`src/rtl/multicycle_controller.sv`:
```
`default_nettype none
//==============================================================================
// Module   : multicycle_controller
// Purpose  : Moore FSM that sequences fetch/decode/execute/memory/writeback
//            for a multicycle RV32I datapath. It drives the datapath enables
//            and mux selects, handles memory ready handshakes, and latches a
//            sticky trap on illegal instructions.
// Revision : 1.0 - initial release
//==============================================================================
module multicycle_controller #(
    parameter int ALU_CTRL_W = 3,
    parameter bit ENABLE_EXT = 1'b1
) (
    input  logic                  clk,
    input  logic                  rst,
    input  logic [6:0]            op_code,
    input  logic [2:0]            func3,
    input  logic                  func7b6,
    input  logic                  zero,
    input  logic                  mem_ready,
    output logic                  pc_write,
    output logic                  adr_src,
    output logic                  mem_write,
    output logic                  ir_write,
    output logic                  reg_write,
    output logic [1:0]            result_src,
    output logic [1:0]            alu_src_a,
    output logic [1:0]            alu_src_b,
    output logic [2:0]            imm_src,
    output logic [ALU_CTRL_W-1:0] alu_control,
    output logic                  illegal_instr,
    output logic [3:0]            state
);

    typedef enum logic [3:0] {
        S_FETCH    = 4'd0,
        S_DECODE   = 4'd1,
        S_MEMADR   = 4'd2,
        S_MEMREAD  = 4'd3,
        S_MEMWB    = 4'd4,
        S_MEMWRITE = 4'd5,
        S_EXEC_R   = 4'd6,
        S_EXEC_I   = 4'd7,
        S_ALUWB    = 4'd8,
        S_BRANCH   = 4'd9,
        S_JAL      = 4'd10,
        S_LUI      = 4'd11,
        S_TRAP     = 4'd12
    } state_t;

    localparam logic [6:0] c_OP_LOAD  = 7'b0000011;
    localparam logic [6:0] c_OP_STORE = 7'b0100011;
    localparam logic [6:0] c_OP_R     = 7'b0110011;
    localparam logic [6:0] c_OP_I     = 7'b0010011;
    localparam logic [6:0] c_OP_BR    = 7'b1100011;
    localparam logic [6:0] c_OP_JAL   = 7'b1101111;
    localparam logic [6:0] c_OP_LUI   = 7'b0110111;

    localparam logic [2:0] c_ALU_ADD = 3'b000;
    localparam logic [2:0] c_ALU_SUB = 3'b001;
    localparam logic [2:0] c_ALU_AND = 3'b010;
    localparam logic [2:0] c_ALU_OR  = 3'b011;
    localparam logic [2:0] c_ALU_SLL = 3'b100;
    localparam logic [2:0] c_ALU_SLT = 3'b101;
    localparam logic [2:0] c_ALU_SRL = 3'b111;

    state_t     r_state;
    state_t     w_next;
    logic       w_pc_write;
    logic       w_mem_write;
    logic       w_ir_write;
    logic       w_reg_write;
    logic [2:0] w_alu;
    logic [2:0] w_alu_dec;
    logic       w_alu_ok;
    logic       w_br_ok;

    // func3 011/100 have no ALU operation; everything else maps to one.
    assign w_alu_ok = (func3 != 3'b011) && (func3 != 3'b100);

    // beq is always legal; bne/blt only with the extension enabled.
    assign w_br_ok  = (func3 == 3'b000) ||
                      (ENABLE_EXT && ((func3 == 3'b001) || (func3 == 3'b100)));

    // ALU operation for R/I-type execute; sub only for R-type with bit 30 set.
    always_comb begin
        w_alu_dec = c_ALU_ADD;
        case (func3)
            3'b000:  w_alu_dec = ((op_code == c_OP_R) && func7b6) ? c_ALU_SUB : c_ALU_ADD;
            3'b001:  w_alu_dec = c_ALU_SLL;
            3'b010:  w_alu_dec = c_ALU_SLT;
            3'b101:  w_alu_dec = c_ALU_SRL;
            3'b110:  w_alu_dec = c_ALU_OR;
            3'b111:  w_alu_dec = c_ALU_AND;
            default: w_alu_dec = c_ALU_ADD;
        endcase
    end

    // Immediate format is a pure function of the opcode.
    always_comb begin
        imm_src = 3'b000;
        case (op_code)
            c_OP_STORE: imm_src = 3'b001;
            c_OP_BR:    imm_src = 3'b010;
            c_OP_JAL:   imm_src = 3'b011;
            c_OP_LUI:   imm_src = 3'b100;
            default:    imm_src = 3'b000;
        endcase
    end

    // State register; reset returns to FETCH and abandons any instruction.
    always_ff @(posedge clk) begin
        if (rst) begin
            r_state <= S_FETCH;
        end else begin
            r_state <= w_next;
        end
    end

    // Next-state and Moore output decode.
    always_comb begin
        w_next        = r_state;
        w_pc_write    = 1'b0;
        w_mem_write   = 1'b0;
        w_ir_write    = 1'b0;
        w_reg_write   = 1'b0;
        adr_src       = 1'b0;
        result_src    = 2'b00;
        alu_src_a     = 2'b00;
        alu_src_b     = 2'b00;
        w_alu         = c_ALU_ADD;
        illegal_instr = 1'b0;
        case (r_state)
            S_FETCH: begin
                alu_src_b  = 2'b10;
                result_src = 2'b10;
                w_ir_write = mem_ready;
                w_pc_write = mem_ready;
                if (mem_ready) w_next = S_DECODE;
            end
            S_DECODE: begin
                // Precompute branch/jal target into ALUOut.
                alu_src_a = 2'b01;
                alu_src_b = 2'b01;
                case (op_code)
                    c_OP_LOAD, c_OP_STORE: w_next = S_MEMADR;
                    c_OP_R:   w_next = w_alu_ok ? S_EXEC_R : S_TRAP;
                    c_OP_I:   w_next = w_alu_ok ? S_EXEC_I : S_TRAP;
                    c_OP_BR:  w_next = w_br_ok  ? S_BRANCH : S_TRAP;
                    c_OP_JAL: w_next = S_JAL;
                    c_OP_LUI: w_next = ENABLE_EXT ? S_LUI : S_TRAP;
                    default:  w_next = S_TRAP;
                endcase
            end
            S_MEMADR: begin
                alu_src_a = 2'b10;
                alu_src_b = 2'b01;
                w_next    = (op_code == c_OP_LOAD) ? S_MEMREAD : S_MEMWRITE;
            end
            S_MEMREAD: begin
                adr_src = 1'b1;
                if (mem_ready) w_next = S_MEMWB;
            end
            S_MEMWB: begin
                result_src  = 2'b01;
                w_reg_write = 1'b1;
                w_next      = S_FETCH;
            end
            S_MEMWRITE: begin
                adr_src     = 1'b1;
                w_mem_write = 1'b1;
                if (mem_ready) w_next = S_FETCH;
            end
            S_EXEC_R: begin
                alu_src_a = 2'b10;
                w_alu     = w_alu_dec;
                w_next    = S_ALUWB;
            end
            S_EXEC_I: begin
                alu_src_a = 2'b10;
                alu_src_b = 2'b01;
                w_alu     = w_alu_dec;
                w_next    = S_ALUWB;
            end
            S_ALUWB: begin
                w_reg_write = 1'b1;
                w_next      = S_FETCH;
            end
            S_BRANCH: begin
                // beq takes on zero; bne and blt (slt result nonzero) on !zero.
                alu_src_a  = 2'b10;
                w_alu      = (func3 == 3'b100) ? c_ALU_SLT : c_ALU_SUB;
                w_pc_write = (func3 == 3'b000) ? zero : ~zero;
                w_next     = S_FETCH;
            end
            S_JAL: begin
                alu_src_a  = 2'b01;
                alu_src_b  = 2'b10;
                w_pc_write = 1'b1;
                w_next     = S_ALUWB;
            end
            S_LUI: begin
                alu_src_a = 2'b11;
                alu_src_b = 2'b01;
                w_next    = S_ALUWB;
            end
            S_TRAP: begin
                illegal_instr = 1'b1;
                w_next        = S_TRAP;
            end
            default: begin
                w_next = S_TRAP;
            end
        endcase
    end

    // Enables are suppressed whenever reset is asserted so nothing is written.
    assign pc_write    = w_pc_write  & ~rst;
    assign mem_write   = w_mem_write & ~rst;
    assign ir_write    = w_ir_write  & ~rst;
    assign reg_write   = w_reg_write & ~rst;
    assign alu_control = ALU_CTRL_W'(w_alu);
    assign state       = r_state;

endmodule
`default_nettype wire

```
`config.mk`:
```
export PLATFORM = sky130hd
export DESIGN_NAME = multicycle_controller
export DESIGN_NICKNAME = d
export VERILOG_FILES = /design/src/rtl/multicycle_controller.sv
export SDC_FILE = /design/constraint.sdc
export NUM_CORES = 1
export LEC_CHECK = 0
export ABC_CLOCK_PERIOD_IN_PS = 5700
export CORE_UTILIZATION = 46
export DETAILED_ROUTE_END_ITERATION = 8
export GPL_ROUTABILITY_DRIVEN = 0
export PLACE_DENSITY_LB_ADDON = 0.2
export SLEW_MARGIN = 10
export SYNTH_ARGS = -nofsm -noshare
export SYNTH_HDL_FRONTEND = slang
export SYNTH_SLANG_ARGS = --single-unit
```
`constraint.sdc`:
```
create_clock -name clk -period 5.7 [get_ports clk]
set_clock_uncertainty 0.1 [all_clocks]
set_input_delay 1.71 -clock clk [delete_from_list [all_inputs] [get_ports clk]]
set_output_delay 1.71 -clock clk [all_outputs]
set_load 0.03 [all_outputs]
```
==> impl_results.md <==
* Complex-gate fraction of the synthesized area at a little over 30%
* Reg2reg setup slack at 3.78 ns
* Largest net degree at the start of global routing at 23
* Critical path class: in -> out
* Setup Fix Bufs, Post-CTS at 0
* Initial drt markers at 38
* Crit-path most repeated cell: clkdlybuf4s50_1
* XOR/XNOR Fraction of Synth Area at 4.814%
* All-Layer GR Usage at 25.28%
* CP arrival at 3.68 ns
* Area Overhead vs Synth at 41.54%
* Worst reg2reg path depth at 4
* Commonest cells post-synth: 12 x nor2_1, 8 x nand2_1, 6 x nand2b_1
* Worst-path clk slew at 0.04 ns
* Post-synth EDFFs at 0
* Detail Placement HPWL at 1981 µm
* Final period util at 96.26%
* CTS Buf Count at 3
* Antenna violations before repair at 0
* Crit-path max cell delay at 0.69 ns
* Number of clock sinks at 4
* Die Y at 46.47 µm
* Slew Viols, Final at 0
* IO Pins at 37
* Top cell type's share of synthesized area at 8.803%
* CTS tree: done
* Hold Slack at roughly 0.83 ns
* Mux cell area share after synthesis at 1.100%
* Register area at 80.08 µm²
* Row count at 15
* Worst slew pin tran at 0.7223 ns
* Cell family with most CP delay: buffers and inverters
* Leak at 0.4206 nW
* DRT antenna net count at 0
* Asr flop ratio synth at 0%
* Reg-to-reg startpoint: state[2]
* Pre-CTS WS at 0.2252 ns
* Endpoint type of the worst setup path: primary output
* Final setup fails at 0
* Critical Path Start Type: input port
* FF-to-FF End: state[0]
* Input/output buffers at 36
* Syn Inst Count at 130
* Crit. Startpoint: op_code[3]
* Number of vias per cell at 6.081
* Die area at 2159 µm²
* Synth cell types at 54
* Peak supply drop at 0.1951 mV
* Mapped Area at 909.6 µm²
* Post-layout util at 72.21%
* Max FFs per register at 4
* Status: completed
* Synth Register Bits at 4
* Crit-path max FO at 8
* Multi-input logic area at 744.5 µm²
* Peak Freq at 182.3 MHz
* Dominant cell type by area after synthesis: dfxtp_1
* Gr ovfl total at 0
* CTS resizes at 0
* Area contributors post-synth: dfxtp_1 8.8%, nor2_1 5.0%, nand2b_1 4.1%
* CTS H-Tree Depth at 1
* N_diodes at 0
* Warnings from Yosys at 0
* Worst path cell trace: clkdlybuf4s50_1 -> and4bb_1 -> a31oi_1 -> o22a_1 -> o22ai_1 -> clkdlybuf4s50_1
* # hold bufs at CTS at 0
* Global-route wire length before repair at 3960 µm
* Syn Nets at between 100 and 150
* Endpoint, Worst Hold: state[1]
* Max_slew headroom at 51.78%
* Via count of the first global-routing pass at 948
* Critical Path RT at 3.89 ns
* RSZ-0062 raised after global routing: false
* # nets final at 177
* Avg WL per Cell at 13.96 µm
* Core ar. at 1783 µm²
* Total power at 0.0003667 W
* Register area share after synthesis at 8.803%
* Maxcap violations at 0
* Die W at 46.47 µm
* HP Start: state[1]
* Vias at 1,125
* Clk Latency, worst-skew pair at roughly 0.24 ns
* CTS root buf: clkbuf_4
* Ys flop type: dfxtp_1
* Initial Utilization at 51.02%
* Fin worst setup slack at between 0.2 and 0.25 ns
* Final WL at 2582 µm
* Fill cells at 170
* Drt first pass iters at 4
* Share of cells above drive strength 1 at under 10%
* Buffers & Inverters on Critical Path at 2
* Post-Synth Adder-Cell Area at 1.100%
* WHS Path Cells at 2
* Main combinational cell family by area after synthesis: simple AND/OR/NAND/NOR gates
* Setup TNS at 0 ns
* Dominant cell by count in the synthesized netlist: nor2_1
* DRC viols at 0
* Worst path slowest cell: clkdlybuf4s50_1
* Final Hold Vio Count at 0
* Tmin final at between 5 and 6 ns
* PD cells at 284.8 nW/µm²
* Maximum clock insertion buffer count at 2
* Avg Inst Size Synth at 6.997 µm²
* Post-synthesis simple-gate area fraction at 43.88%
* HP Class: reg -> reg
==> worst max-delay path by stage <==
stage	to	slack [ns]	cells past startpoint
after global routing	imm_src[0]	0.12	4
after CTS	alu_control[0]	0.21	6
after floorplan	imm_src[0]	0.32	4
final	alu_control[0]	0.21	6
after global placement	alu_control[0]	0.25	6
after detailed placement	alu_control[0]	0.23	6
==> final cells by class <==
type | count | share of cell area, %
well taps | 25 | 2.430
inverters | 5 | 1.458
flip-flops and latches | 4 | 6.220
repair buffers | 40 | 30.32
multi-input cells | 108 | 57.82
clock buffers | 3 | 1.749
==> per-layer routing <==
metal / share of wire [%] / global-route usage (%) / up-vias
met5: 0 / 0 / -
met2: 48 / 42.50 / 49
met4: 1.9 / 10.59 / 0
met1: 44 / 32.49 / 513
met3: 5.8 / 1.961 / 6
li1: - / - / 557
==> where the power goes <==
part	switching, W	internal [W]
Combinational	0.000152	0.000117
Clock	0.0000126	0.0000236
Sequential	0.0000271	0.0000346
==> kinds of logic after synthesis <==
family,Yosys count
compound gates,36
flops,4
xor+xnor,5
simple gates,65
fa+ha+maj,1
buf+inv,18
mux,1
==> placed cells by master (no fill, tap or decap), drive strengths merged, types with 2 or more instances in the layout <==
cell,netlist,final
nand3,4,4
clkbuf,5,3
nand2,8,8
dfxtp,4,4
nor2,13,13
clkdlybuf4s50,0,36
o21a,2,2
nor3b,4,4
or3,2,2
a311oi,3,3
nor3,4,4
a21oi,3,3
a31oi,4,4
xnor2,4,4
nand3b,4,4
buf,8,4
nand2b,6,6
a21boi,2,2
o22ai,3,3
o21ai,4,4
or2,3,3
a211oi,3,3
and3b,2,2
o2bb2ai,2,2
inv,5,5
nand4bb,2,2
nor4,5,5
o211ai,2,2
==> worst min-delay path, delay by kind of cell, from the launching register on <==
| family | cells | cell delay [ns] |
|---|---|---|
| DFF | 1 | 0.53 |
| AOI/OAI and AO/OA | 2 | 0.34 |
==> stage by stage <==
stage,area [µm²],cells
floorplan,909.6,130
global placement,1265,182
detailed placement,1265,182
CTS,1287,185
global route,1287,185
finish,1287,185
No activity file was read; power rests on OpenSTA's default activity.
